$ cat src/rtl/dsp_file_server.sv
// rtl/dsp_file_server.sv - multi-file word FIFO server with a level-request handshake
module dsp_file_server #(
  parameter int NUM_FILES = 4,
  parameter int DEPTH     = 16
) (
  input  logic        wb_clk,
  input  logic        wb_rst,
  input  logic [7:0]  file_num,
  input  logic        file_read,
  input  logic        file_write,
  input  logic [31:0] file_write_data,
  input  logic        file_clear,
  output logic        file_active,
  output logic [31:0] file_read_data,
  output logic [31:0] rd_ptr,
  output logic [31:0] wr_ptr,
  output logic        file_empty,
  output logic        file_full,
  output logic        error
);

  localparam int IDX_W = (NUM_FILES > 1) ? $clog2(NUM_FILES) : 1;
  localparam int AW    = (DEPTH > 1) ? $clog2(DEPTH) : 1;

  typedef enum logic [1:0] {IDLE, ACCESS, HOLD, RELEASE} state_t;

  state_t      state, state_next;
  logic [31:0] rd_cnt [NUM_FILES];
  logic [31:0] wr_cnt [NUM_FILES];
  logic [31:0] mem [NUM_FILES][DEPTH];

  logic             sel_valid;
  logic [IDX_W-1:0] idx;
  logic [31:0]      occupancy;
  logic             accept;
  logic             bad_req;

  // Selected-file status is purely combinational from file_num; out-of-range files look empty.
  always_comb begin
    sel_valid = ({24'd0, file_num} < 32'(NUM_FILES));
    idx       = file_num[IDX_W-1:0];
    rd_ptr    = sel_valid ? rd_cnt[idx] : 32'd0;
    wr_ptr    = sel_valid ? wr_cnt[idx] : 32'd0;
    occupancy = wr_ptr - rd_ptr;
    file_empty = (occupancy == 32'd0);
    file_full  = (occupancy == 32'(DEPTH));
    accept  = (state == IDLE) && (file_read || file_write) && !file_clear;
    bad_req = !sel_valid || (file_read && file_write);
  end

  // Handshake state register.
  always_ff @(posedge wb_clk or negedge wb_rst) begin
    if (!wb_rst) state <= IDLE;
    else         state <= state_next;
  end

  // Next-state and acknowledge: active spans exactly ACCESS and HOLD; RELEASE waits for request drop.
  always_comb begin
    state_next  = state;
    file_active = 1'b0;
    case (state)
      IDLE:    if (accept) state_next = ACCESS;
      ACCESS:  begin file_active = 1'b1; state_next = HOLD; end
      HOLD:    begin file_active = 1'b1; state_next = RELEASE; end
      RELEASE: if (!file_read && !file_write) state_next = IDLE;
      default: state_next = IDLE;
    endcase
  end

  // Counters, read data and sticky error; clear takes priority and blocks acceptance.
  always_ff @(posedge wb_clk or negedge wb_rst) begin
    if (!wb_rst) begin
      for (int i = 0; i < NUM_FILES; i++) begin
        rd_cnt[i] <= 32'd0;
        wr_cnt[i] <= 32'd0;
      end
      file_read_data <= 32'd0;
      error          <= 1'b0;
    end else if (file_clear) begin
      for (int i = 0; i < NUM_FILES; i++) begin
        rd_cnt[i] <= 32'd0;
        wr_cnt[i] <= 32'd0;
      end
      error <= 1'b0;
    end else if (accept) begin
      if (bad_req) begin
        error <= 1'b1;
      end else if (file_read) begin
        if (file_empty) begin
          file_read_data <= 32'd0;
          error          <= 1'b1;
        end else begin
          file_read_data <= mem[idx][rd_ptr[AW-1:0]];
          rd_cnt[idx]    <= rd_ptr + 32'd1;
        end
      end else if (file_full) begin
        error <= 1'b1;
      end else begin
        wr_cnt[idx] <= wr_ptr + 32'd1;
      end
    end
  end

  // Storage write port; contents are intentionally not reset.
  always_ff @(posedge wb_clk) begin
    if (accept && !bad_req && file_write && !file_full)
      mem[idx][wr_ptr[AW-1:0]] <= file_write_data;
  end

endmodule

$ cat config.mk
export PLATFORM = sky130hd
export DESIGN_NAME = dsp_file_server
export DESIGN_NICKNAME = d
export VERILOG_FILES = /design/src/rtl/dsp_file_server.sv
export SDC_FILE = /design/constraint.sdc
export NUM_CORES = 2
export LEC_CHECK = 0
export ABC_CLOCK_PERIOD_IN_PS = 13200
export CAP_MARGIN = 5
export CORE_MARGIN = 2
export CORE_UTILIZATION = 60
export DETAILED_ROUTE_END_ITERATION = 16
export PLACE_DENSITY = 0.77
export SKIP_LAST_GASP = 1
export SLEW_MARGIN = 20
export SYNTH_ARGS = -nofsm -noshare
export SYNTH_HDL_FRONTEND = slang
export SYNTH_SLANG_ARGS = --single-unit
$ cat constraint.sdc
create_clock -name wb_clk -period 13.2 [get_ports wb_clk]
set_input_delay 2.64 -clock wb_clk [delete_from_list [all_inputs] [get_ports wb_clk]]
set_output_delay 2.64 -clock wb_clk [all_outputs]
set_load 0.02 [all_outputs]
# Yosys cells after proc, flatten, opt, wreduce, memory -nomap -nowiden
# Memory sizes are Yosys's and may differ from the RTL's.
# Cells that the tools add are included.
# totals
n_memories,1
word_cells,105
reg_bits,291
ramBits,2048
out_inout_bits,100
# classes
addsub,3
muxes,40
n_reduce_logical,28
eq_ne,11
magnitude_cmp,6
n_bitwise,5
# mem_list
name,depth,word_bits,rd,rd_ports_with_merged_regs,write_ports,line,text
mem,4,512,1,0,1,30,logic [31:0] mem [NUM_FILES][DEPTH];
# op_table
operator,n
$mux 128,10
$mux 512,1
$mux 32,11
$bwmux 128,2
$bmux 32 s2,2
$bmux 32 s4,1
$demux 32 s4,1
$add 32x1->32 const B,2
$demux 32 s2,1
$eq 32x5->1 const B,1
$logic_not 32->1,1
$sub 32x32->32,1
$reduce_and 4->1,3
$ge 5x5->1 const B,2
$ne 2x2->1 const B,5
$not 4->5,2
$logic_and 1x1->1,9
$lt 8x3->1 const B,1
$mux 1,8
$pmux 2 s4,1
$logic_not 1->1,6
$lt 5x1->1 const B,1
$eq 2x2->1 const B,2
$mux 2,2
other kinds (14),17

# Logic depth before layout (Yosys ltp)
# depth
depth_word,12
mapped_depth,27
ltp_nobuf,16

# Least setup slack after synthesis
# OpenSTA, ideal clock, no wires.
# synth_path
path_type,input -> output
from,in file_num[0]
to,out file_full
path_slack_ns,1.565
path_stages,23
path_buffers,10
arrival_ns,8.995
path_cell_list,buf_6 -> buf_6 -> buf_4 -> buf_4 -> buf_4 -> buf_2 -> buf_2 -> clkbuf_1 -> clkbuf_1 -> a211oi_1 -> a211oi_1 -> ha_1 -> a21o_1 -> a31oi_1 -> o2111ai_1 -> a2111oi_0 -> o2111ai_1 -> or4_1 -> nor4b_1 -> nand4_1 -> or4_4 -> nor2_4 -> buf_2
# synth_between
elab_chain_cells,7
# synth_rtl
element,line,text
start: declaration,8,"input logic [7:0] file_num,"
"parallel branches: the longest is 4 deep, another holds $lt 8x3->1",--,
$mux 32 (*),43,wr_ptr = sel_valid ? wr_cnt[idx] : 32'd0;
via wr_ptr[28],16,"output logic [31:0] wr_ptr,"
$sub 32x32->32 (*),44,occupancy = wr_ptr - rd_ptr;
$eq 32x5->1 (*),46,file_full = (occupancy == 32'(DEPTH));
end: declaration,18,"output logic file_full,"
# Mark *: on every way through the listed nets, which the timed path passes. The select of a mux whose other input is x is not followed.

# Final worst setup path
# layout_path
from,in file_num[5]
to,out file_empty
# layout_between
elab_chain_cells,4
# layout_rtl
element,line,text
$lt 8x3->1 (*),40,"sel_valid = ({24'd0, file_num} < 32'(NUM_FILES));"
"$mux 32, on equally long branches","43, 42",
$sub 32x32->32 (*),44,
$logic_not 32->1 (*),45,file_empty = (occupancy == 32'd0);
end: declaration,17,"output logic file_empty,"
# Mark *: on every way between the ends. The rest lies on a longest branch, timed or not.

==> metrics.md <==
| Metric | Value |
|---|---|
| Routed WL | `261 mm` |
| Die Span X | `slightly above 400 um` |
| Post-CTS sizing | `0` |
| Area Overhead vs Synth | `11.7%` |
| Slew Viols, Final | `0` |
| Post-synth top area share | `~64%` |
| CP max-delay cell | `o32ai_1` |
| Crit path launch type | `primary input` |
| RSZ-0062 raised after global routing | `false` |
| Total congestion overflow | `0` |
| Final GP Congestion | `a little over 0.9` |
| Vias in the first global route | `~56,000` |
| Num CTS Buffers | `~220` |
| Met1 global-route usage | `42.8%` |
| Port Buffers | `144` |
| DIE HEIGHT | `406 um` |
| Worst path required time | `between 10 and 15 ns` |
| Synth Warn # | `0` |
| Mapped cell area | `96,800 um^2` |
| Post-synthesis xor/xnor area fraction | `0.697%` |
| Nets@finish | `approximately 5,900` |
| Core Footprint | `approximately 160,000 um^2` |
| Vias | `about 55,000` |
| Predominant post-synthesis flop cell | `edfxtp_1` |
| Worst Tran Pin Value | `1.32 ns` |
| Worst hold start | `rd_cnt[106]` |
| Worst EP arrival | `9.52 ns` |
| Worst R2R Setup Slack | `roughly 5.6 ns` |
| Antenna Violating Nets Remaining | `0` |
| Sw Ratio | `20.7%` |
| Critical Path, Cell by Cell | `clkdlybuf4s50_1, or4_1, buf_4, nor2_4, nand2_1, ha_1, a21oi_1, a21boi_0, o32ai_1, o2111ai_1, or4_1, nor4b_1, nand4_1, or4_1, nor2_1, clkdlybuf4s50_1` |
| CTS tree | `built` |
| Initial detailed-routing violation count | `~7,200` |
| Setup WS post-layout | `about 1.0 ns` |
| Worst path most repeated cell | `or4_1` |
| Minimum clock period | `about 12 ns` |
| Global-route wire length before repair | `between 300 and 400 mm` |
| Dominant cells by area after synthesis | `edfxtp_1, mux4_2, dfrtp_1, nand2_1, mux2i_1` |
| Crit path max-delay family | `simple AND/OR/NAND/NOR gates` |
| Post-Synthesis Cells | `roughly 5,600` |
| Fillers | `10,182` |
| Setup WS pre-CTS | `around 1.3 ns` |
| Antenna cells | `0` |
| Root Driver | `clkbuf_16` |
| Worst setup EP type | `output port` |
| Routed len/inst | `32.1 um` |
| PD cells | `between 100 and 150 nW/um^2` |
| R2R depth | `17` |
| Worst rel slew slack | `a little under an eighth` |
| Largest net degree at the start of global routing | `between 150 and 200` |
| Initial antenna violation count | `11` |
| Area leader, netlist | `edfxtp_1` |
| Vias per std cell | `6.79` |
| Syn Area/Cell | `between 15 and 20 um^2` |
| RR Startpoint | `rd_cnt[2]` |
| Most frequent cell after synthesis | `edfxtp_1` |
| Crit. path cell count | `16` |
| Setup-failing EPs final | `0` |
| Rows | `roughly 150` |
| Seq/Total Area, Yosys | `around 71%` |
| Synthesized Nets | `5,724` |
| Worst hold path class | `flip-flop to flip-flop` |
| Comb power frac | `~3.6%` |
| Reg-to-Reg End | `mem[2][185]` |
| GR Util All Layers | `31.9%` |
| DIE AREA | `about 160,000 um^2` |
| Hold_ws | `between 0.4 and 0.5 ns` |
| Grt peak-use layer | `met2` |
| Largest fanout on the critical path | `15` |
| Worst-Skew Late Latency | `0.85 ns` |
| Post-synth ARST share | `12.4%` |
| Count of flip-flops with a built-in enable after synthesis | `between 2,000 and 2,500` |
| Simple-gate share of the synthesized area | `under 10%` |
| Largest family of logic cells by synthesized area | `multiplexers` |
| Count of cell types in the netlist | `83` |
| DRC | `0` |
| Maximum VDD drop | `between 0.00015 and 0.0002 V` |
| Adder-cell area share of the yosys netlist | `less than 1%` |
| Layout cells sized above 1 | `around 20%` |
| Count of maximum capacitance violations | `0` |
| Hold Buf Count CTS | `0` |
| Switching pwr | `3.08 mW` |
| Critical path launch point | `file_num[5]` |
| Setup TNS | `0 ns` |
| CP max stage delay | `roughly 0.80 ns` |
| Initial Utilization | `between 60 and 70%` |
| DRT Pass-1 Iters | `7` |
| Final period utilization | `between 90 and 100%` |
| Clk buf depth | `3` |
| Pint | `between 10 and 15 mW` |
| CTS Sinks | `approximately 2,300` |
| HPWL reported at the end of detailed placement | `approximately 140 mm` |
| Flop pwr share | `54.1%` |
| Met2 Use GR | `between 50 and 60%` |
| Worst Path Buf+Inv | `3` |
| End of the critical path | `file_empty` |
| Reg clk slew, reported paths | `about 0.060 ns` |
| Mux contribution to synthesized area | `~16%` |
| Post-layout util | `between 60% and 70%` |
| Number of buffers added for setup after CTS | `0` |
| I/O pin cnt | `145` |
| LEAKAGE | `~36 nW` |
| Setup CP Type | `primary input to output port` |
| Fmax achieved | `82.3 MHz` |
| H-Tree Depth | `4` |
| Top cells by count, synth | `edfxtp_1, nand2_1, mux4_2` |
| Status | `complete, no violations` |
| #FFs+latches synth | `roughly 2,300` |
| Worst clock skew | `roughly 0.063 ns` |
| Met3 Use GR | `under 10%` |
| Synth Area in Compound Gates | `between 2 and 3%` |
| Hold Fails Final Rpt | `0` |
| Clock power frac | `between 40 and 50%` |
==> logic make-up (layout without fill, tap and decap cells) <==
| family | after synthesis | count (layout) |
|---|---|---|
| AO/OA/AOI/OAI | 382 | 382 |
| XOR/XNOR | 77 | 77 |
| adder cells (fa/ha/maj) | 32 | 32 |
| buffers and inverters | 455 | 771 |
| flip-flops | 2339 | 2339 |
| multiplexers | 799 | 799 |
| AND/OR/NAND/NOR | 1563 | 1563 |
==> area by class of cell <==
class | count | area [um^2] | share of cell area, %
well taps | 2160 | 2700 | 2.50
inverters | 84 | 335 | 0.310
clock buffers | 278 | 5910 | 5.46
multi-input cells | 2853 | 26600 | 24.6
repair buffers | 288 | 2510 | 2.33
flip-flops and latches | 2339 | 68800 | 63.6
clock inverters | 121 | 1260 | 1.17
==> layout by cell type (no fill, tap or decap), types with 16 or more instances in the layout <==
master / count
edfxtp_1: 2048
nand2_1: 921
mux4_2: 575
nand3_1: 293
dfrtp_1: 291
clkbuf_16: 223
mux2i_1: 216
buf_4: 162
clkdlybuf4s50_1: 108
inv_1: 79
and3_1: 77
o21ai_0: 72
a311oi_1: 64
xnor2_1: 59
nor2_1: 51
a21oi_1: 49
clkbuf_1: 43
clkinv_1: 43
nor4_2: 42
clkinv_2: 36
a311o_1: 34
ha_1: 32
o211ai_1: 25
nor3_1: 22
bufinv_16: 20
a21o_1: 19
nor2b_1: 18
xor2_1: 18
nor3_2: 18
nand4_1: 16
==> state kept, by name, summed over array words and instances, names as in the netlist <==
register,flops
mem,2048
rd_cnt,128
wr_cnt,128
file_read_data,32
state,2
error,1
==> per-layer routing <==
metal | part of all wire (%) | vias to the layer above
li1 | - | 22480
met1 | 36 | 28350
met5 | 0.054 | -
met2 | 49 | 3618
met3 | 11 | 664
met4 | 5.0 | 22
==> power by group through the flow <==
stage	clock network [mW]	registers, mW	logic (mW)
finish	6.30	8.05	0.531
global route	6.61	8.05	0.569
CTS	6.36	8.06	0.532
detailed placement	0	8.21	0.524
global placement	0	8.21	0.509
floorplan	0	8.21	0.309
==> per-stage QoR <==
step	instances	total power [mW]	cell area, um^2
global route	8123	15.2	108000
CTS	8122	14.9	108000
finish	8123	14.9	108000
floorplan	5647	8.52	96800
detailed placement	7723	8.74	101000
global placement	7723	8.72	101000
==> worst min-delay path by stage <==
stage                  end  slack [ns]  cells after the start
4_1_cts        rd_cnt[106]        0.49                      1
6_report       rd_cnt[106]        0.49                      1
3_3_place_gp   rd_cnt[103]        0.47                      1
5_1_grt        rd_cnt[106]        0.51                      1
3_5_place_dp   rd_cnt[106]        0.47                      1
2_1_floorplan  rd_cnt[103]        0.45                      1
Note: power is estimated with default switching activity, not from simulation.
